`config.mk`:
```
export PLATFORM = sky130hd
export DESIGN_NAME = block_sync_seeker_flat
export DESIGN_NICKNAME = d
export VERILOG_FILES = /design/src/rtl/block_sync_seeker_if.sv /design/src/rtl/block_sync_seeker.sv /design/src/flat_wrapper.sv
export SDC_FILE = /design/constraint.sdc
export NUM_CORES = 1
export LEC_CHECK = 0
export CAP_MARGIN = 20
export CELL_PAD_IN_SITES_DETAIL_PLACEMENT = 1
export CELL_PAD_IN_SITES_GLOBAL_PLACEMENT = 1
export CORE_ASPECT_RATIO = 0.8
export CORE_MARGIN = 3
export CORE_UTILIZATION = 40
export DETAILED_ROUTE_END_ITERATION = 8
export PLACE_DENSITY_LB_ADDON = 0.1
export SYNTH_ARGS = -nofsm -noshare
export SYNTH_HDL_FRONTEND = slang
export SYNTH_SLANG_ARGS = --single-unit
```
`constraint.sdc`:
```
create_clock -name clk_i -period 4.4 [get_ports clk_i]
set_clock_uncertainty 0.05 [all_clocks]
set_input_delay 0.88 -clock clk_i [delete_from_list [all_inputs] [get_ports clk_i]]
set_output_delay 0.88 -clock clk_i [all_outputs]
set_load 0.01 [all_outputs]
```
`src/rtl/block_sync_seeker_if.sv`:
```
`default_nettype none
// ============================================================================
// Module   : block_sync_seeker_if
// Purpose  : Gearbox-side input and aligned-block output bundle of the seeker.
// Revision : 1.0 - initial release
// ============================================================================
interface block_sync_seeker_if #(
    parameter int BLOCK_W  = 66,
    parameter int BUF_W    = 194,
    parameter int OFFSET_W = $clog2(BLOCK_W)
) ();
    logic                buffer_dv;
    logic [BUF_W-1:0]    gbox_buffer;
    logic                resync_i;
    logic [OFFSET_W-1:0] block_offset;
    logic                locked_o;
    logic                slip_o;
    logic                block_dv_o;
    logic [BLOCK_W-1:0]  block_o;
    logic                hdr_err_o;

    modport master (
        output buffer_dv, gbox_buffer, resync_i,
        input  block_offset, locked_o, slip_o, block_dv_o, block_o, hdr_err_o
    );

    modport slave (
        input  buffer_dv, gbox_buffer, resync_i,
        output block_offset, locked_o, slip_o, block_dv_o, block_o, hdr_err_o
    );
endinterface
`default_nettype wire

```
`src/rtl/block_sync_seeker.sv`:
```
`default_nettype none
// ============================================================================
// Module   : block_sync_seeker
// Purpose  : Hunts, verifies and monitors the 64b/66b sync-header offset in
//            the gearbox buffer and emits the aligned block while locked.
// Revision : 1.0 - initial release
// ============================================================================
module block_sync_seeker #(
    parameter int BLOCK_W   = 66,
    parameter int BUF_W     = 194,
    parameter int OFFSET_W  = $clog2(BLOCK_W),
    parameter int SCAN_MODE = 0,
    parameter int LOCK_CNT  = 32,
    parameter int WINDOW    = 64,
    parameter int ERR_LIMIT = 16,
    parameter int SLIP_HOLD = 2
) (
    input  logic               clk_i,
    input  logic               rst_i,
    block_sync_seeker_if.slave bus
);
    localparam int c_GOOD_W = $clog2(LOCK_CNT + 1);
    localparam int c_WIN_W  = $clog2(WINDOW + 1);
    localparam int c_ERR_W  = $clog2(ERR_LIMIT + 1);
    localparam int c_HOLD_W = (SLIP_HOLD > 0) ? $clog2(SLIP_HOLD + 1) : 1;

    localparam logic [1:0] c_HUNT   = 2'd0;
    localparam logic [1:0] c_VERIFY = 2'd1;
    localparam logic [1:0] c_LOCKED = 2'd2;

    localparam logic [OFFSET_W-1:0] c_OFF_ONE  = OFFSET_W'(1);
    localparam logic [OFFSET_W-1:0] c_OFF_LAST = OFFSET_W'(BLOCK_W - 1);
    localparam logic [c_GOOD_W-1:0] c_GOOD_ONE = c_GOOD_W'(1);
    localparam logic [c_WIN_W-1:0]  c_WIN_ONE  = c_WIN_W'(1);
    localparam logic [c_ERR_W-1:0]  c_ERR_ONE  = c_ERR_W'(1);
    localparam logic [c_HOLD_W-1:0] c_HOLD_ONE = c_HOLD_W'(1);

    logic [1:0]          r_state, w_state_nxt;
    logic [OFFSET_W-1:0] r_offset, w_offset_nxt;
    logic [c_GOOD_W-1:0] r_good_cnt, w_good_nxt;
    logic [c_WIN_W-1:0]  r_win_cnt, w_win_nxt;
    logic [c_ERR_W-1:0]  r_err_cnt, w_err_nxt;
    logic [c_HOLD_W-1:0] r_hold_cnt, w_hold_nxt;

    logic                r_locked, w_locked_nxt;
    logic                r_slip, w_slip_nxt;
    logic                r_block_dv, w_block_dv_nxt;
    logic                r_hdr_err, w_hdr_err_nxt;
    logic [BLOCK_W-1:0]  r_block, w_block_nxt;

    logic [BUF_W-1:0]    w_buf;
    logic [BLOCK_W-1:0]  w_hdr_ok;
    logic                w_cur_ok;
    logic                w_eval;
    logic                w_slip_req;
    logic                w_do_slip;
    logic [OFFSET_W-1:0] w_cand;
    logic                w_cand_found;

    assign w_buf    = bus.gbox_buffer;
    assign w_cur_ok = w_hdr_ok[r_offset];
    assign w_eval   = bus.buffer_dv && !bus.resync_i && (r_hold_cnt == '0);

    // A 2-bit header is legal exactly when its two bits differ.
    always_comb begin
        w_hdr_ok = '0;
        for (int k = 0; k < BLOCK_W; k++) begin
            w_hdr_ok[k] = w_buf[k] ^ w_buf[k + 1];
        end
    end

    generate
        if (BUF_W > 2 * BLOCK_W - 1) begin : g_unused_tail
            logic w_unused_tail;
            assign w_unused_tail = ^w_buf[BUF_W-1:2*BLOCK_W-1];
        end

        if (SCAN_MODE == 0) begin : g_seq_slip
            always_comb begin
                w_cand_found = 1'b1;
                w_cand       = (r_offset == c_OFF_LAST) ? '0 : r_offset + c_OFF_ONE;
            end
        end else begin : g_scan_slip
            logic [OFFSET_W:0] w_sum;
            // Walk distances from far to near so the nearest legal offset wins.
            always_comb begin
                w_cand       = r_offset;
                w_cand_found = 1'b0;
                w_sum        = '0;
                for (int i = BLOCK_W - 1; i >= 1; i--) begin
                    w_sum = {1'b0, r_offset} + (OFFSET_W + 1)'(i);
                    if (w_sum >= (OFFSET_W + 1)'(BLOCK_W)) begin
                        w_sum = w_sum - (OFFSET_W + 1)'(BLOCK_W);
                    end
                    if (w_hdr_ok[w_sum[OFFSET_W-1:0]]) begin
                        w_cand       = w_sum[OFFSET_W-1:0];
                        w_cand_found = 1'b1;
                    end
                end
            end
        end
    endgenerate

    always_comb begin
        w_state_nxt  = r_state;
        w_offset_nxt = r_offset;
        w_good_nxt   = r_good_cnt;
        w_win_nxt    = r_win_cnt;
        w_err_nxt    = r_err_cnt;
        w_hold_nxt   = r_hold_cnt;
        w_slip_req   = 1'b0;
        w_do_slip    = 1'b0;
        if (bus.resync_i) begin
            w_state_nxt = c_HUNT;
            w_good_nxt  = '0;
            w_win_nxt   = '0;
            w_err_nxt   = '0;
            w_hold_nxt  = '0;
        end else if (bus.buffer_dv) begin
            if (r_hold_cnt != '0) begin
                w_hold_nxt = r_hold_cnt - c_HOLD_ONE;
            end else begin
                case (r_state)
                    c_HUNT: begin
                        if (w_cur_ok) begin
                            w_good_nxt  = c_GOOD_ONE;
                            w_state_nxt = (LOCK_CNT == 1) ? c_LOCKED : c_VERIFY;
                        end else begin
                            w_slip_req = 1'b1;
                        end
                    end
                    c_VERIFY: begin
                        if (!w_cur_ok) begin
                            w_good_nxt  = '0;
                            w_state_nxt = c_HUNT;
                            w_slip_req  = 1'b1;
                        end else if (r_good_cnt >= c_GOOD_W'(LOCK_CNT - 1)) begin
                            w_good_nxt  = c_GOOD_W'(LOCK_CNT);
                            w_state_nxt = c_LOCKED;
                        end else begin
                            w_good_nxt = r_good_cnt + c_GOOD_ONE;
                        end
                    end
                    c_LOCKED: begin
                        // Losing lock outranks the window wrap on the same beat.
                        if (!w_cur_ok && (r_err_cnt >= c_ERR_W'(ERR_LIMIT - 1))) begin
                            w_state_nxt = c_HUNT;
                            w_good_nxt  = '0;
                            w_win_nxt   = '0;
                            w_err_nxt   = '0;
                        end else begin
                            if (!w_cur_ok) begin
                                w_err_nxt = r_err_cnt + c_ERR_ONE;
                            end
                            if (r_win_cnt >= c_WIN_W'(WINDOW - 1)) begin
                                w_win_nxt = '0;
                                w_err_nxt = '0;
                            end else begin
                                w_win_nxt = r_win_cnt + c_WIN_ONE;
                            end
                        end
                    end
                    default: w_state_nxt = c_HUNT;
                endcase
                if (w_slip_req && w_cand_found) begin
                    w_offset_nxt = w_cand;
                    w_hold_nxt   = c_HOLD_W'(SLIP_HOLD);
                    w_do_slip    = 1'b1;
                end
            end
        end
    end

    always_comb begin
        w_locked_nxt   = (w_state_nxt == c_LOCKED);
        w_slip_nxt     = w_do_slip;
        w_block_dv_nxt = w_eval && (r_state == c_LOCKED);
        w_hdr_err_nxt  = w_block_dv_nxt && !w_cur_ok;
        w_block_nxt    = w_block_dv_nxt ? w_buf[r_offset +: BLOCK_W] : r_block;
    end

    always_ff @(posedge clk_i) begin
        if (rst_i) begin
            r_state    <= c_HUNT;
            r_offset   <= '0;
            r_good_cnt <= '0;
            r_win_cnt  <= '0;
            r_err_cnt  <= '0;
            r_hold_cnt <= '0;
            r_locked   <= 1'b0;
            r_slip     <= 1'b0;
            r_block_dv <= 1'b0;
            r_hdr_err  <= 1'b0;
            r_block    <= '0;
        end else begin
            r_state    <= w_state_nxt;
            r_offset   <= w_offset_nxt;
            r_good_cnt <= w_good_nxt;
            r_win_cnt  <= w_win_nxt;
            r_err_cnt  <= w_err_nxt;
            r_hold_cnt <= w_hold_nxt;
            r_locked   <= w_locked_nxt;
            r_slip     <= w_slip_nxt;
            r_block_dv <= w_block_dv_nxt;
            r_hdr_err  <= w_hdr_err_nxt;
            r_block    <= w_block_nxt;
        end
    end

    assign bus.block_offset = r_offset;
    assign bus.locked_o     = r_locked;
    assign bus.slip_o       = r_slip;
    assign bus.block_dv_o   = r_block_dv;
    assign bus.block_o      = r_block;
    assign bus.hdr_err_o    = r_hdr_err;
endmodule
`default_nettype wire

```
`src/flat_wrapper.sv`:
```
// flat-port wrapper written by rule: the top's interface ports become plain ports
module block_sync_seeker_flat 
#(
    parameter int BLOCK_W   = 66,
    parameter int BUF_W     = 194,
    parameter int OFFSET_W  = $clog2(BLOCK_W),
    parameter int SCAN_MODE = 0,
    parameter int LOCK_CNT  = 32,
    parameter int WINDOW    = 64,
    parameter int ERR_LIMIT = 16,
    parameter int SLIP_HOLD = 2
)
  (clk_i, rst_i, bus_buffer_dv, bus_gbox_buffer, bus_resync_i, bus_block_offset, bus_locked_o, bus_slip_o, bus_block_dv_o, bus_block_o, bus_hdr_err_o);
  block_sync_seeker_if #(.BLOCK_W(BLOCK_W), .BUF_W(BUF_W), .OFFSET_W(OFFSET_W)) bus_i ();
  input  logic clk_i;
  input  logic rst_i;
  input wire logic [$bits(bus_i.buffer_dv)-1:0] bus_buffer_dv;
  input wire logic [$bits(bus_i.gbox_buffer)-1:0] bus_gbox_buffer;
  input wire logic [$bits(bus_i.resync_i)-1:0] bus_resync_i;
  output wire logic [$bits(bus_i.block_offset)-1:0] bus_block_offset;
  output wire logic [$bits(bus_i.locked_o)-1:0] bus_locked_o;
  output wire logic [$bits(bus_i.slip_o)-1:0] bus_slip_o;
  output wire logic [$bits(bus_i.block_dv_o)-1:0] bus_block_dv_o;
  output wire logic [$bits(bus_i.block_o)-1:0] bus_block_o;
  output wire logic [$bits(bus_i.hdr_err_o)-1:0] bus_hdr_err_o;
  assign bus_i.buffer_dv = bus_buffer_dv;
  assign bus_i.gbox_buffer = bus_gbox_buffer;
  assign bus_i.resync_i = bus_resync_i;
  assign bus_block_offset = bus_i.block_offset;
  assign bus_locked_o = bus_i.locked_o;
  assign bus_slip_o = bus_i.slip_o;
  assign bus_block_dv_o = bus_i.block_dv_o;
  assign bus_block_o = bus_i.block_o;
  assign bus_hdr_err_o = bus_i.hdr_err_o;
  block_sync_seeker #(.BLOCK_W(BLOCK_W), .BUF_W(BUF_W), .OFFSET_W(OFFSET_W), .SCAN_MODE(SCAN_MODE), .LOCK_CNT(LOCK_CNT), .WINDOW(WINDOW), .ERR_LIMIT(ERR_LIMIT), .SLIP_HOLD(SLIP_HOLD)) u_core (.clk_i(clk_i), .rst_i(rst_i), .bus(bus_i));
endmodule
```
==> flow_summary.json <==
{
  "dp_hpwl_um": 58700,
  "crit_fanout": 9,
  "timing.rr.start": "u_core.bus.block_offset[0]",
  "hp-start": "u_core.bus.block_o[57]",
  "synth_common_cells": "273 x nor2_1, 227 x mux4_2, 209 x mux2i_1",
  "gp_congestion": 1.04,
  "gr-total-overflow": 0,
  "maxCapViolations": 0,
  "clock_path_buffers": 2,
  "yosysTopAreaCellShare": 0.309,
  "cts_tree": "yes",
  "crit_type": "in -> reg",
  "period_share": 0.853,
  "instances_no_fill": 2542,
  "initial_utilization": 0.406,
  "die_area_um2": 43900,
  "antenna_cells": 0,
  "dieHeight_um": 188,
  "max_clock_freq_ghz": 0.266,
  "setup_viol": 0,
  "drc_errors": 0,
  "synth_top_flop_cell": "dfxtp_1",
  "final_max_slew_viol_count": 0,
  "run_status": "finished, final reports clean",
  "postCtsSetupBuffers": 0,
  "rsz0062_at_grt": "no",
  "grt_max_degree": 131,
  "p_leak_nw": 7.20,
  "nets": 2203,
  "power_density_nw_per_um2": 165,
  "portBuffers": 273,
  "ys_warn_count": 0,
  "vdd.ir_drop.worst_mv": 0.151,
  "layout_min_cycle_time_ps": 3760,
  "rows": 66,
  "viasPerCell": 6.59,
  "dr.pass1.iters": 5,
  "root_buffer": "clkbuf_16",
  "antenna_found_initial": 3,
  "postCtsHoldBufs": 0,
  "grt_pass1_vias": 16664,
  "r2r_cells": 9,
  "area_growth_pct": 21.3,
  "syn_nets": 2039,
  "clk_latency_ps": 370,
  "whs_endpoint": "u_core.bus.block_o[57]",
  "vias": 16757,
  "crit_required_ps": 4640,
  "detail-route-antenna-nets": 0,
  "worst_pin_slew_ps": 996,
  "yosysMostFrequentCell": "nor2_1",
  "synth_top_area_cell": "mux4_2",
  "relSlewSlack": 0.336,
  "start_kind": "primary input",
  "drive_gt1_frac": 0.232,
  "fin_setup_tns_ps": 0,
  "crit_path_end_kind": "flop",
  "ios": 275,
  "clkTransAtPathRegs_ps": 70,
  "clock_sinks": 99,
  "ff2ff_setup_slack_ps": 760,
  "synthTopCellsByArea": "mux4_2 31%, mux2i_1 13%, dfxtp_1 12%",
  "drt_iter0_markers": 1853,
  "routedWlPerCell_um": 29.1,
  "wl_um": 74100,
  "core_um2": 40800,
  "synth_edf_count": 0,
  "whs_path_depth": 2,
  "synth_cells": 1829,
  "synth_seq_cells": 99,
  "ys_types": 67,
  "grt_pass1_wl_um": 111000,
  "grt.total_usage": 0.333,
  "async_flop_share": 0,
  "ys_seq_area_frac": 0.120,
  "arrival_ps": 3990,
  "min_path_type": "reg -> reg",
  "syn_avg_cell_area_um2": 9.06,
  "die_w_um": 234,
  "r2r-end": "u_core.bus.block_o[27]",
  "final_core_util": 0.493,
  "syn_area_um2": 16600,
  "post-place-cells": 2526,
  "final-hold-violation-count": 0,
  "cts_buffers": 9,
  "cts_resized": 0,
  "cts-htree-levels": 3
}
## cell usage in the layout (no fill, tap or decap), types with 12 or more instances in the layout
cell / n
nand3_1: 29
a21oi_1: 52
o211ai_1: 58
mux2i_1: 209
mux4_2: 227
clkdlybuf4s50_1: 272
nand2_1: 179
nor3_1: 87
nand2b_1: 14
mux2_2: 132
or3_1: 14
buf_4: 58
a211oi_1: 25
dfxtp_1: 92
o21ai_0: 65
xnor2_1: 20
nor2_1: 272
ha_1: 12
## flip-flops by register name (all words and copies together), names as in the netlist, 2 cells and up
| name | count |
|---|---|
| u_core.bus.block_o | 66 |
| u_core.bus.block_offset | 7 |
| u_core.r_win_cnt | 7 |
| u_core.r_good_cnt | 6 |
| u_core.r_err_cnt | 5 |
| u_core.r_hold_cnt | 2 |
| u_core.r_state | 2 |
## critical path, cell delays in order
cell             delay, ps
clkdlybuf4s50_1        540
mux2i_1                300
mux2_2                 370
o2111ai_1              140
o21ai_1                100
o2111ai_1              160
o31a_1                 470
nand3b_1               320
or4_1                  580
a21oi_1                140
## routing by layer
metal	GRT usage	up-vias	wire length (um)
met3	0.0676	114	6510
met5	0	-	0
li1	-	7364	-
met4	0.0901	0	2390
met1	0.458	8535	30800
met2	0.534	744	34400
## how the worst max path moves through the flow
stage | slack [ps] | cells after the start | from | to
3_3_place_gp | 350 | 10 | bus_gbox_buffer[46] | u_core.bus.block_offset[4]
3_5_place_dp | 310 | 10 | bus_gbox_buffer[58] | u_core.r_good_cnt[2]
2_1_floorplan | 1250 | 14 | u_core.bus.block_offset[0] | u_core.bus.block_o[64]
5_1_grt | 480 | 10 | bus_gbox_buffer[46] | u_core.bus.block_offset[4]
6_report | 640 | 10 | bus_gbox_buffer[46] | u_core.bus.block_offset[4]
4_1_cts | 690 | 10 | bus_gbox_buffer[46] | u_core.bus.block_offset[4]
## logic make-up after synthesis
family,Yosys count,share of synthesized area
flip-flops,99,0.120
multiplexers,568,0.525
buffers and inverters,200,0.0525
adder cells (fa/ha/maj),12,0.00906
XOR/XNOR,30,0.0159
AND/OR/NAND/NOR,641,0.167
AO/OA/AOI/OAI,279,0.111
## through the flow
step / power (mW) / hold WS [ps] / cell area [um^2] / setup WS, ps
3_3_place_gp: 2.46 / 411 / 19800 / 348
4_1_cts: 3.29 / 421 / 20100 / 694
6_report: 3.31 / 415 / 20100 / 645
2_1_floorplan: 1.82 / 399 / 16600 / 1250
3_5_place_dp: 2.48 / 411 / 19800 / 306
5_1_grt: 3.45 / 439 / 20100 / 476
## report_power, final
part	internal, mW	switching, mW
sequential	0.894	0.0112
clock	0.422	0.375
combinational	0.752	0.854
## area by class of cell
cell class | instances | area (um^2)
fillers | 4660 | 20700
multi-input cells | 1530 | 13700
repair buffers | 339 | 3320
flip-flops and latches | 99 | 2010
well taps | 544 | 681
clock buffers | 10 | 250
inverters | 14 | 62.6
clock inverters | 6 | 47.5
No activity file was read; power rests on OpenSTA's default activity.
